[src/rtl/axis_broadcaster_1to2.sv]
// axis_broadcaster_1to2: AXI4-Stream 1-to-2 broadcaster.
// Each accepted slave beat is copied into one output slot per master port.
// The two ports drain independently. A new beat is taken only when both
// slots can accept it, either because they are empty or because they are
// draining in the same cycle.
module axis_broadcaster_1to2 #(
    parameter int DATA_WIDTH = 32
) (
    input  logic                  AXIS_ACLK,
    input  logic                  AXIS_ARESETN,
    input  logic [DATA_WIDTH-1:0] S_AXIS_TDATA,
    input  logic                  S_AXIS_TVALID,
    input  logic                  S_AXIS_TLAST,
    output logic                  S_AXIS_TREADY,
    output logic [DATA_WIDTH-1:0] M_AXIS_TDATA1,
    output logic                  M_AXIS_TVALID1,
    output logic                  M_AXIS_TLAST1,
    input  logic                  M_AXIS_TREADY1,
    output logic [DATA_WIDTH-1:0] M_AXIS_TDATA2,
    output logic                  M_AXIS_TVALID2,
    output logic                  M_AXIS_TLAST2,
    input  logic                  M_AXIS_TREADY2
);

    localparam int NUM_PORTS = 2;

    logic [NUM_PORTS-1:0]                 vld;
    logic [NUM_PORTS-1:0]                 rdy;
    logic [NUM_PORTS-1:0]                 free;
    logic [NUM_PORTS-1:0][DATA_WIDTH-1:0] data;
    logic [NUM_PORTS-1:0]                 last;
    logic                                 accept;

    assign rdy = {M_AXIS_TREADY2, M_AXIS_TREADY1};

    // A slot is free if it is empty or is being drained on this edge.
    assign free          = ~vld | rdy;
    assign S_AXIS_TREADY = AXIS_ARESETN & (&free);
    assign accept        = S_AXIS_TVALID & S_AXIS_TREADY;

    for (genvar p = 0; p < NUM_PORTS; p++) begin : g_port
        // Output slot: a slave accept (re)loads the slot, and a drain empties it.
        // The payload is left in place after a drain and is only overwritten
        // by the next accepted beat.
        always_ff @(posedge AXIS_ACLK or negedge AXIS_ARESETN) begin
            if (!AXIS_ARESETN) begin
                vld[p]  <= 1'b0;
                data[p] <= '0;
                last[p] <= 1'b0;
            end else if (accept) begin
                vld[p]  <= 1'b1;
                data[p] <= S_AXIS_TDATA;
                last[p] <= S_AXIS_TLAST;
            end else if (rdy[p]) begin
                vld[p]  <= 1'b0;
            end
        end
    end

    assign M_AXIS_TDATA1  = data[0];
    assign M_AXIS_TVALID1 = vld[0];
    assign M_AXIS_TLAST1  = last[0];
    assign M_AXIS_TDATA2  = data[1];
    assign M_AXIS_TVALID2 = vld[1];
    assign M_AXIS_TLAST2  = last[1];

endmodule

[config.mk]
export PLATFORM = sky130hd
export DESIGN_NAME = axis_broadcaster_1to2
export DESIGN_NICKNAME = d
export VERILOG_FILES = /design/src/rtl/axis_broadcaster_1to2.sv
export SDC_FILE = /design/constraint.sdc
export NUM_CORES = 1
export LEC_CHECK = 0
export ABC_AREA = 0
export ABC_CLOCK_PERIOD_IN_PS = 1550
export CORE_MARGIN = 3
export CORE_UTILIZATION = 50
export CTS_BUF_LIST = sky130_fd_sc_hd__clkbuf_8
export DETAILED_ROUTE_END_ITERATION = 7
export DONT_BUFFER_PORTS = 1
export PLACE_DENSITY = 0.71
export SLEW_MARGIN = 10
export SYNTH_ARGS = -nofsm -noshare
export SYNTH_HDL_FRONTEND = slang
export SYNTH_SLANG_ARGS = --single-unit
[constraint.sdc]
create_clock -name AXIS_ACLK -period 1.55 [get_ports AXIS_ACLK]
set_input_delay 0.31 -clock AXIS_ACLK [delete_from_list [all_inputs] [get_ports AXIS_ACLK]]
set_output_delay 0.31 -clock AXIS_ACLK [all_outputs]
set_load 0.01 [all_outputs]
==> results of run 1 <==
[registers in the layout, summed over array words and instances (netlist names)]
register and flops:
M_AXIS_TDATA2 32, M_AXIS_TVALID2 1, M_AXIS_TVALID1 1, M_AXIS_TLAST1 1
[synthesized netlist by cell type (all sizes together)]
cell type,number,area (µm²)
and3,1,6.26
and4,1,11.3
buf,37,293
dfrtp,35,876
mux2,33,484
nand2,2,7.51
nand2b,2,12.5
nand4,1,6.26
[power groups by stage]
| stage | Sequential [µW] | Combinational (µW) | Clock [µW] |
|---|---|---|---|
| floorplan | 1370 | 726 | 0 |
| global placement | 1540 | 372 | 0 |
| detailed placement | 1540 | 380 | 0 |
| CTS | 1530 | 410 | 705 |
| global route | 1570 | 437 | 754 |
| finish | 1520 | 404 | 680 |
[area by class of cell]
cell class | instances | share of cell area, %
Sequential cell | 35 | 53.0
Timing Repair Buffer | 7 | 5.61
Multi-Input combinational cell | 40 | 32.0
Clock buffer | 7 | 5.83
Tap cell | 44 | 3.33
Clock inverter | 1 | 0.227
[worst max path at each step]
stage                              to           start  depth (start not counted)
floorplan            M_AXIS_TDATA2[0]  M_AXIS_TVALID2                          5
global placement     M_AXIS_TDATA2[1]  M_AXIS_TVALID1                          4
detailed placement  M_AXIS_TDATA2[31]  M_AXIS_TVALID1                          4
CTS                 M_AXIS_TDATA2[28]  M_AXIS_TVALID1                          4
global route         M_AXIS_TDATA2[2]  M_AXIS_TVALID1                          4
finish              M_AXIS_TDATA2[28]  M_AXIS_TVALID1                          4
[metal layers]
metal  up-vias  routed length [µm]
li1        294                   -
met2        67                1230
met3         2                 375
met1       361                1000
met4         0                  11
met5         -                   0
[logic make-up (layout without fill, tap and decap cells)]
| group | after synthesis | in the layout | synth area share (%) |
|---|---|---|---|
| mux | 33 | 33 | 28.5 |
| flops | 35 | 35 | 51.6 |
| buf+inv | 37 | 15 | 17.3 |
| simple gates | 7 | 7 | 2.58 |
[per-stage QoR]
stage                     worst slack [ns]  util, %  hold slack, ns  instances
final                                0.117     52.4           0.185        134
after global routing                0.0459     52.4           0.167        134
after CTS                            0.109     52.4           0.177        134
after detailed placement             0.128     48.3          0.0152        124
after global placement               0.167     48.3          0.0152        124
after floorplan                      0.116        -          0.0144        112
==> metrics.sh, run 1 <==
IO_BUFFER_COUNT=0
REGTOREGENDPOINT='M_AXIS_TDATA2[28]'
COMBINATIONALPOWERSHARE_PCT=15.5
OUTCOME='completed'
POSTCTSRESIZEDCELLS=0
WORSTPATHARRIVAL_NS=1.58
SEQ_TOTAL_AREA_YOSYS_PCT=51.6
PLACEDINSTANCEAREA_MM2=0.00152
IO_PINS=107
DIODES=0
SYNTH.FF_LATCH_COUNT=35
LEADING_CELL_TYPE_IN_THE_LAYOUT_FILL_AND_TAPS_EXCLUDED='dfrtp_1'
GRT_UTIL_MET3_PCT=9.14
POWER.DENSITY_mW_PER_MM2=1580
INITIAL_UTILIZATION_PCT=53.8
FLIP_FLOP_AND_LATCH_AREA_UM2=876
OVERALL_GLOBAL_ROUTING_USAGE_PCT=13.3
VIAS_IN_THE_FIRST_GLOBAL_ROUTE=790
VDD_IR_DROP_MAX_mV=0.801
ANT_NETS=0
FIRST_PASS_GRT_WIRE_LENGTH_UM=4200
REG2REG_LAUNCH_POINT='M_AXIS_TVALID1'
POST_LAYOUT_MINIMUM_CYCLE_TIME_NS=1.43
REPORT.FINAL.SETUP_VIOL=0
RELSLEWSLACK_PCT=82.9
POST_ROUTE_CELLS_DRIVE_ABOVE_1_SHARE_PCT=52.2
CPPEAKSTAGEDELAY_NS=0.38
WORST-PATH-MAX-FANOUT=15
CLK_ROOT_BUFFER_CELL='clkbuf_8'
CRITICAL-PATH-SLOWEST-CELL='dfrtp_1'
DIE_W_UM=64.3
GR_PEAK_LAYER='met2'
GRT.MET2_USAGE_PCT=19.6
FINAL_MIN_PERIOD_OVER_CLOCK_PERIOD_PCT=92.5
WORSTPATHCELLLIST='nand2b_1 > and4_4 > buf_12 > mux2_4'
HOLD_PATH_DEPTH=1
HOLD-PATH-ENDPOINT='M_AXIS_TDATA2[5]'
P_TOTAL_uW=2610
GRT_MAX_DEGREE=36
MAX-CLOCK-PATH-BUFFERS=2
POST_SYNTH_INST_COUNT=112
CTS_SETUP_BUFFERS=0
PATH_DELAY_FAMILY='simple AND/OR/NAND/NOR gates'
FLOORPLAN.DIE_AREA_MM2=0.00413
FINAL_MAX_SLEW_VIOL_COUNT=0
YOSYS.CELL_TYPES.COUNT=10
CTS.REPORTEDPATHS.CLKPINSLEW_NS=0.07
FINAL_WEIGHTED_CONGESTION_IN_ROUTABILITY_DRIVEN_PLACEMENT=0.729
HOLD_BUFFERS=2
CLKSINKCOUNT=35
ENDPOINT_KIND='flip-flop'
REG2REGPATHDEPTH=4
HTREE_NUM_LEVELS=2
GRTUSAGEMET1_PCT=16.0
SETUP_REPAIR_AFTER_GLOBAL_ROUTING_MISSED_ITS_MARGIN='no'
DIE_H_UM=64.3
COUNT_OF_BUFFER_AND_INVERTER_CELLS_ON_THE_CRITICAL_PATH=1
ROUTE.FINAL.WIRE_LENGTH_UM=2620
VIAS_PER_CELL=5.40
CRITICALPATHCATEGORY='reg -> reg'
DRT_ITER0_MARKERS=54
WORST-ENDPOINT-REQUIRED_NS=1.70
WORST_MIN_PATH_CLASS='in -> reg'
AREA_GROWTH_PCT=-2.66
POWER_FRAC_SEQ_PCT=58.4
FIRST_PASS_ITERS=2
CTS_MADE_BUFFERS=5
WORSTMARGINPINSLEW_NS=0.256
CLOCKPOWERSHARE_PCT=26.1
SYN_AVG_CELL_AREA_UM2=15.1
CAP_VIOLATIONS=0
DRC_ERRORS=0
YOSYSWARNINGCOUNT=0
NET-SWITCHING-POWER_uW=798
NFILLCELLS=286
CORE-AREA_MM2=0.00315
ROWS=20
MOSTFREQUENTLAYOUTCELLS='dfrtp_1 (35), mux2_4 (30), clkbuf_8 (7)'
INTERNAL_REG_TO_REG_SETUP_SLACK_NS=0.12
TIMING.CRITICAL_PATH.FROM_TYPE='flip-flop'
CLOCK-SKEW-FINAL_NS=0.00402
NET_COUNT_SYNTH=150
NUM-NETS-FINAL=127
PLACE.DETAILED.HPWL_UM=1800
HOLD_PATH.STARTPOINT='S_AXIS_TDATA[5]'
MULTI_INPUT_COMB_AREA_UM2=528
SW_FRAC_OF_TOTAL_PCT=30.6
LEAKAGEPOWER_uW=0.000768
ANTENNA_VIOLATIONS_BEFORE_REPAIR=0
CELL_AREA_AFTER_LAYOUT_MM2=0.00165
FINALHOLDVIOLATIONS=0
CTS_TREE='done'
ACHIEVABLE_FREQ_MHz=698
TIMING.SETUP.TNS_NS=0
VIA_COUNT=724
ROUTEDWLPERCELL_UM=19.5
CLKLATENCYLATEPIN_NS=0.27
POWER_REPORT.INTERNAL_TOTAL_uW=1810
GR-TOTAL-OVERFLOW=0
NETLIST_AREA_BEFORE_PLACEMENT_MM2=0.00170
Power figures use the tool's default switching activity.
==> run 2, diff against run 1 <==
- SKIP_LAST_GASP: not set -> 1
- SLEW_MARGIN: 10 -> not set
==> results of run 2 <==
Same layout as run 1: the final DEF is identical, and so are final timing and power.
==> run 3, diff against run 2 <==
- CORE_MARGIN: 3 -> 2
==> metrics.sh, run 3 (synthesized netlist as in run 1, its figures left out) <==
OUTCOME='completed'
SW_FRAC_OF_TOTAL_PCT=31.0
ANTENNA_VIOLATIONS_BEFORE_REPAIR=0
RELSLEWSLACK_PCT=82.9
DIODES=0
COMBINATIONALPOWERSHARE_PCT=15.8
WORST-PATH-MAX-FANOUT=17
CRITICALPATHCATEGORY='reg -> reg'
WORST-ENDPOINT-REQUIRED_NS=1.71
CTS_SETUP_BUFFERS=0
MOSTFREQUENTLAYOUTCELLS='dfrtp_1 (35), mux2_4 (30), clkbuf_8 (7)'
FINAL_MIN_PERIOD_OVER_CLOCK_PERIOD_PCT=93.5
FLOORPLAN.DIE_AREA_MM2=0.00388
INITIAL_UTILIZATION_PCT=51.7
ROWS=21
HTREE_NUM_LEVELS=2
MET2_WIRELENGTH_UM=1340
MAX-CLOCK-PATH-BUFFERS=2
DRC_ERRORS=0
CLOCKPOWERSHARE_PCT=26.5
LEAKAGEPOWER_uW=0.000770
TIMING.CRITICAL_PATH.FROM_TYPE='flip-flop'
VIAS_PER_CELL=5.34
NET-SWITCHING-POWER_uW=813
HOLD-PATH-ENDPOINT='M_AXIS_TDATA2[17]'
CORE-AREA_MM2=0.00328
NFILLCELLS=274
CTS_TREE='done'
POST_LAYOUT_MINIMUM_CYCLE_TIME_NS=1.45
HOLD_PATH.STARTPOINT='S_AXIS_TDATA[17]'
ROUTEDWLPERCELL_UM=20.0
FIRST_PASS_GRT_WIRE_LENGTH_UM=4220
FIRST_PASS_ITERS=4
REPORT.FINAL.SETUP_VIOL=0
CLKSINKCOUNT=35
ROUTE.FINAL.WIRE_LENGTH_UM=2700
ANT_NETS=0
CLK_ROOT_BUFFER_CELL='clkbuf_8'
LARGEST_REGISTER_FF_COUNT=32
GR-TOTAL-OVERFLOW=0
HOLD_PATH_DEPTH=1
DIE_W_UM=62.3
GRT_MAX_DEGREE=36
POWER_FRAC_SEQ_PCT=57.7
FINAL_MAX_SLEW_VIOL_COUNT=0
POST_ROUTE_CELLS_DRIVE_ABOVE_1_SHARE_PCT=51.7
CAP_VIOLATIONS=0
VDD_IR_DROP_MAX_mV=0.526
WORSTMARGINPINSLEW_NS=0.257
MET3_WIRELENGTH_UM=252
IO_PINS=107
PLACEDINSTANCEAREA_MM2=0.00150
TIMING.SETUP.TNS_NS=0
NUM-NETS-FINAL=126
ENDPOINT_KIND='flip-flop'
REG2REGPATHDEPTH=4
DIE_H_UM=62.3
IO_BUFFER_COUNT=0
REG2REG_LAUNCH_POINT='M_AXIS_TVALID1'
VIA_COUNT=721
POWER.DENSITY_mW_PER_MM2=1580
VIAS_IN_THE_FIRST_GLOBAL_ROUTE=803
DRT_ITER0_MARKERS=52
LEADING_CELL_TYPE_IN_THE_LAYOUT_FILL_AND_TAPS_EXCLUDED='dfrtp_1'
WORSTPATHARRIVAL_NS=1.61
WORST_MIN_PATH_CLASS='in -> reg'
ACHIEVABLE_FREQ_MHz=690
OVERALL_GLOBAL_ROUTING_USAGE_PCT=14.2
SETUP_REPAIR_AFTER_GLOBAL_ROUTING_MISSED_ITS_MARGIN='no'
CLKLATENCYLATEPIN_NS=0.28
POWER_REPORT.INTERNAL_TOTAL_uW=1810
CLOCK-SKEW-FINAL_NS=0.00716
AREA_GROWTH_PCT=-2.21
HIGHEST-SIGNAL-LAYER='met4'
CTS_MADE_BUFFERS=5
DETAIL_ROUTE.WIRELENGTH.MET1_UM=1060
INTERNAL_REG_TO_REG_SETUP_SLACK_NS=0.10
REGTOREGENDPOINT='M_AXIS_TDATA2[26]'
FINALHOLDVIOLATIONS=0
CTS.REPORTEDPATHS.CLKPINSLEW_NS=0.07
FINAL_WEIGHTED_CONGESTION_IN_ROUTABILITY_DRIVEN_PLACEMENT=0.581
CELL_AREA_AFTER_LAYOUT_MM2=0.00166
[run 3: cell types whose count changed in the layout (fill, tap and decap cells not counted)]
cell,change
buf_4,-1
buf_16,+1
buf_12,-2
clkbuf_16,+1
[run 3: per-layer routing]
| metal | vias to the layer above | track usage, % |
|---|---|---|
| li1 | 297 | - |
| met3 | 9 | 7.97 |
| met4 | 0 | 6.11 |
| met2 | 48 | 21.7 |
| met1 | 367 | 16.3 |
| met5 | - | 0 |
[run 3: worst max-delay path, cell delays in order (launching register included)]
cell,delay (ns)
dfrtp_1,0.38
nand2b_1,0.13
and4_4,0.29
buf_16,0.18
mux2_2,0.35
[run 3: power by group through the flow]
stage                     sequential [µW]  clock (µW)  combinational (µW)
final                                1510         695                 414
after global routing                 1550         771                 449
after CTS                            1520         726                 404
after detailed placement             1530           0                 374
after global placement               1530           0                 361
after floorplan                      1370           0                 726
[run 3: layout make-up]
| class | count | area, µm² | area share [%] |
|---|---|---|---|
| clock buffer | 7 | 96.3 | 5.81 |
| clock inverter | 1 | 3.75 | 0.226 |
| multi-input combinational | 40 | 528 | 31.8 |
| sequential | 35 | 876 | 52.8 |
| tap | 46 | 57.6 | 3.47 |
| timing repair buffer | 6 | 97.6 | 5.88 |
[run 3: metrics by stage]
| step | utilization (%) | power (µW) | hold slack [ns] | cells | setup WS [ns] |
|---|---|---|---|---|---|
| final | 50.5 | 2620 | 0.170 | 135 | 0.101 |
| after CTS | 49.5 | 2650 | 0.161 | 134 | 0.0475 |
| after global placement | 45.6 | 1890 | 0.0151 | 124 | 0.110 |
| after global routing | 50.5 | 2770 | 0.154 | 135 | 0.0268 |
| after detailed placement | 45.6 | 1910 | 0.0153 | 124 | 0.0563 |
| after floorplan | - | 2100 | 0.0144 | 112 | 0.116 |
[run 3: worst max path at each step]
| stage | start | to | slack, ns | cells past startpoint |
|---|---|---|---|---|
| 4_1_cts | M_AXIS_TVALID1 | M_AXIS_TDATA2[26] | 0.05 | 4 |
| 6_report | M_AXIS_TVALID1 | M_AXIS_TDATA2[26] | 0.10 | 4 |
| 3_3_place_gp | M_AXIS_TVALID2 | M_AXIS_TDATA2[26] | 0.11 | 4 |
| 5_1_grt | M_AXIS_TVALID2 | M_AXIS_TDATA2[24] | 0.03 | 4 |
| 3_5_place_dp | M_AXIS_TVALID1 | M_AXIS_TDATA2[26] | 0.06 | 4 |
| 2_1_floorplan | M_AXIS_TVALID2 | M_AXIS_TDATA2[0] | 0.12 | 5 |
[run 3: repair_timing]
action,4_1_cts,5_1_grt
gates resized for setup,0,1
setup endpoints to repair,0,3
endpoints found under the hold margin,35,0
hold buffers,2,0
==> edit: new RTL, settings of run 3 <==
The parameter `DATA_WIDTH` goes from 32 to 48.
--- a/src/rtl/axis_broadcaster_1to2.sv
+++ b/src/rtl/axis_broadcaster_1to2.sv
@@ -5,5 +5,5 @@
 // draining in the same cycle.
 module axis_broadcaster_1to2 #(
-    parameter int DATA_WIDTH = 32
+    parameter int DATA_WIDTH = 48
 ) (
     input  logic                  AXIS_ACLK,
Ports: changed (resized M_AXIS_TDATA1, M_AXIS_TDATA2 and S_AXIS_TDATA); port bits go from 107 to 155. No check against the original RTL was run, so the function may have changed too.
==> edit against run 3 <==
  * Design area increased by 29%
  * Count of clock-buffer cells in the layout fell by 2
  * Power up 27%
  * Synthesized cell count rose by 45%
  * Via count up 37%
  * Clock skew shrank 2.6 ps
  * Worst setup slack better by 7.2 ps
  * Area after synthesis rose by 38%
  * Clock power decreased by 5.3%
  * Routed wire length grew 27%
  * Sequential cell count rose by 16
  * Largest cell class unchanged
==> edit: results (changes against run 3) <==
Detailed routing
  – Detailed-route vias per instance: 5.784 (+8.3%)
  – Total routed wirelength: 3.417 mm (+27%)
  – Number of DRC violations after detailed-routing iteration 0: 20 (-62%)

Logic synthesis
  – Part of the Yosys area used for sequential elements: 0.5466 (+0.03040)
  – Number of library cell types mapped by synthesis: 12 (+2)
  – Number of nets in the synthesized netlist: 216 (+44%)
  – Largest cells by area after synthesis: sky130_fd_sc_hd__dfrtp_1 (55%), sky130_fd_sc_hd__mux2_2 (19%), sky130_fd_sc_hd__buf_4 (16%)
  – Mux share of post-synthesis cell area: 0.2524 (-0.03299)
  – Leading cell types by count after synthesis: sky130_fd_sc_hd__dfrtp_1 (51), sky130_fd_sc_hd__buf_4 (49), sky130_fd_sc_hd__mux2_2 (39)
  – Xor/xnor share of the synthesized area: 0 (unchanged)

CTS
  – Cell at the root of the clock tree: sky130_fd_sc_hd__clkbuf_8
  – TritonCTS buffer count: 5 (unchanged)
  – Clock slew seen by the registers of the worst setup and hold paths: 80 ps

Global route
  – Initial antenna violation count: 0 (unchanged)
  – Largest net degree at the start of global routing: 52 (+44%)
  – Vias in the first global route: 1,069 (+33%)
  – Global-route wire length before repair: 5.250 mm (+24%)
  – Combined global-route utilization of all metal layers: 0.1336 (-0.008073)

Power
  – Static Leak: 0.9387 nW (+22%)
  – Worst supply voltage drop on vdd: 0.7506 mV (+43%)
  – Switching power share of the total: 0.3307 (+0.02056)

Place
  – Final GP Congestion: 0.6155 (+5.9%)
  – Instance area at placement: 2032 sq um (+36%)
  – Count of port buffers added during placement: 0 (unchanged)
  – Worst slack, placed: 52.14 ps (-4.122 ps)

Final layout
  – Flip-flop count of the largest register after layout: 48 (+50%)
  – Fin nets: 174 (+38%)
  – Ratio of cells with drive above 1 in the final layout: 0.5210 (+0.004154)
  – Filler Cell Count: 395 (+44%)

STA
  – Relative slew slack: 0.8219 (-0.007088)
  – Count of endpoints failing hold in the final timing report: 0 (unchanged)
  – Setup clock skew after layout: 4.561 ps (-2.599 ps)
  – Number of slew-limit violations in the final report: 0 (unchanged)

Run status
  – Run status: completed

Setup path
  – Largest fanout on the critical path: 29 (+12)
  – Crit path arrival time: 1610 ps (about the same)
edit: layout make-up:
class / instances / area share
Clock inverter: 1 / 0.001749
Sequential cell: 51 / 0.5947
Tap cell: 52 / 0.03032
Clock buffer: 5 / 0.03207
Multi-Input combinational cell: 56 / 0.3020
Timing Repair Buffer: 6 / 0.03907
edit: power by group through the flow:
stage	sequential [mW]	clock (mW)	combinational [mW]
floorplan	2.00	0	0.940
global placement	2.24	0	0.392
detailed placement	2.25	0	0.421
CTS	2.23	0.698	0.455
global route	2.28	0.746	0.493
finish	2.22	0.658	0.447
edit: final timing paths:
path	from	endpoint	slack (ps)	cells after the start
min reg2reg	M_AXIS_TVALID1$_DFFE_PN0P_	M_AXIS_TVALID1$_DFFE_PN0P_	540	2
min in group asynchronous	AXIS_ARESETN	M_AXIS_TDATA2[47]$_DFFE_PN0P_	560	2
max reg2reg	M_AXIS_TVALID2$_DFFE_PN0P_	M_AXIS_TDATA2[23]$_DFFE_PN0P_	110	4
max	M_AXIS_TVALID2$_DFFE_PN0P_	M_AXIS_TDATA2[23]$_DFFE_PN0P_	110	4
max in group asynchronous	AXIS_ARESETN	M_AXIS_TDATA2[5]$_DFFE_PN0P_	770	2
min	S_AXIS_TDATA[37]	M_AXIS_TDATA2[37]$_DFFE_PN0P_	160	1
edit: worst max-delay path, stage by stage (launching register included):
cell	delay, ps
sky130_fd_sc_hd__dfrtp_1	410
sky130_fd_sc_hd__nand2b_4	90
sky130_fd_sc_hd__and4_4	250
sky130_fd_sc_hd__buf_12	200
sky130_fd_sc_hd__mux2_2	360
edit: kinds of logic after synthesis:
family	count (synthesis)
buf+inv	55
flops	51
mux	49
simple gates	7
edit: through the flow:
stage	std cells	hold WS, ps	power (mW)	utilization
finish	171	162.8	3.321	0.4861
global route	171	137.5	3.521	0.4861
CTS	171	147.5	3.378	0.4853
detailed placement	163	15.82	2.670	0.4603
global placement	163	15.70	2.633	0.4603
floorplan	162	14.41	2.941	-
edit: timing repair:
item / CTS / global route
buffers inserted: 0 / 0
hold buffers: 2 / 0
endpoints found under the hold margin: 51 / 0
gates resized for setup: 0 / 1
setup endpoints to repair: 0 / 8
edit: metal layers:
| layer | up-vias | track usage | wire, microns |
|---|---|---|---|
| li1 | 404 | - | - |
| met1 | 493 | 0.1357 | 1139 |
| met2 | 85 | 0.2365 | 1857 |
| met3 | 7 | 0.06111 | 362 |
| met4 | 0 | 0.05451 | 58 |
| met5 | - | 0 | 0 |
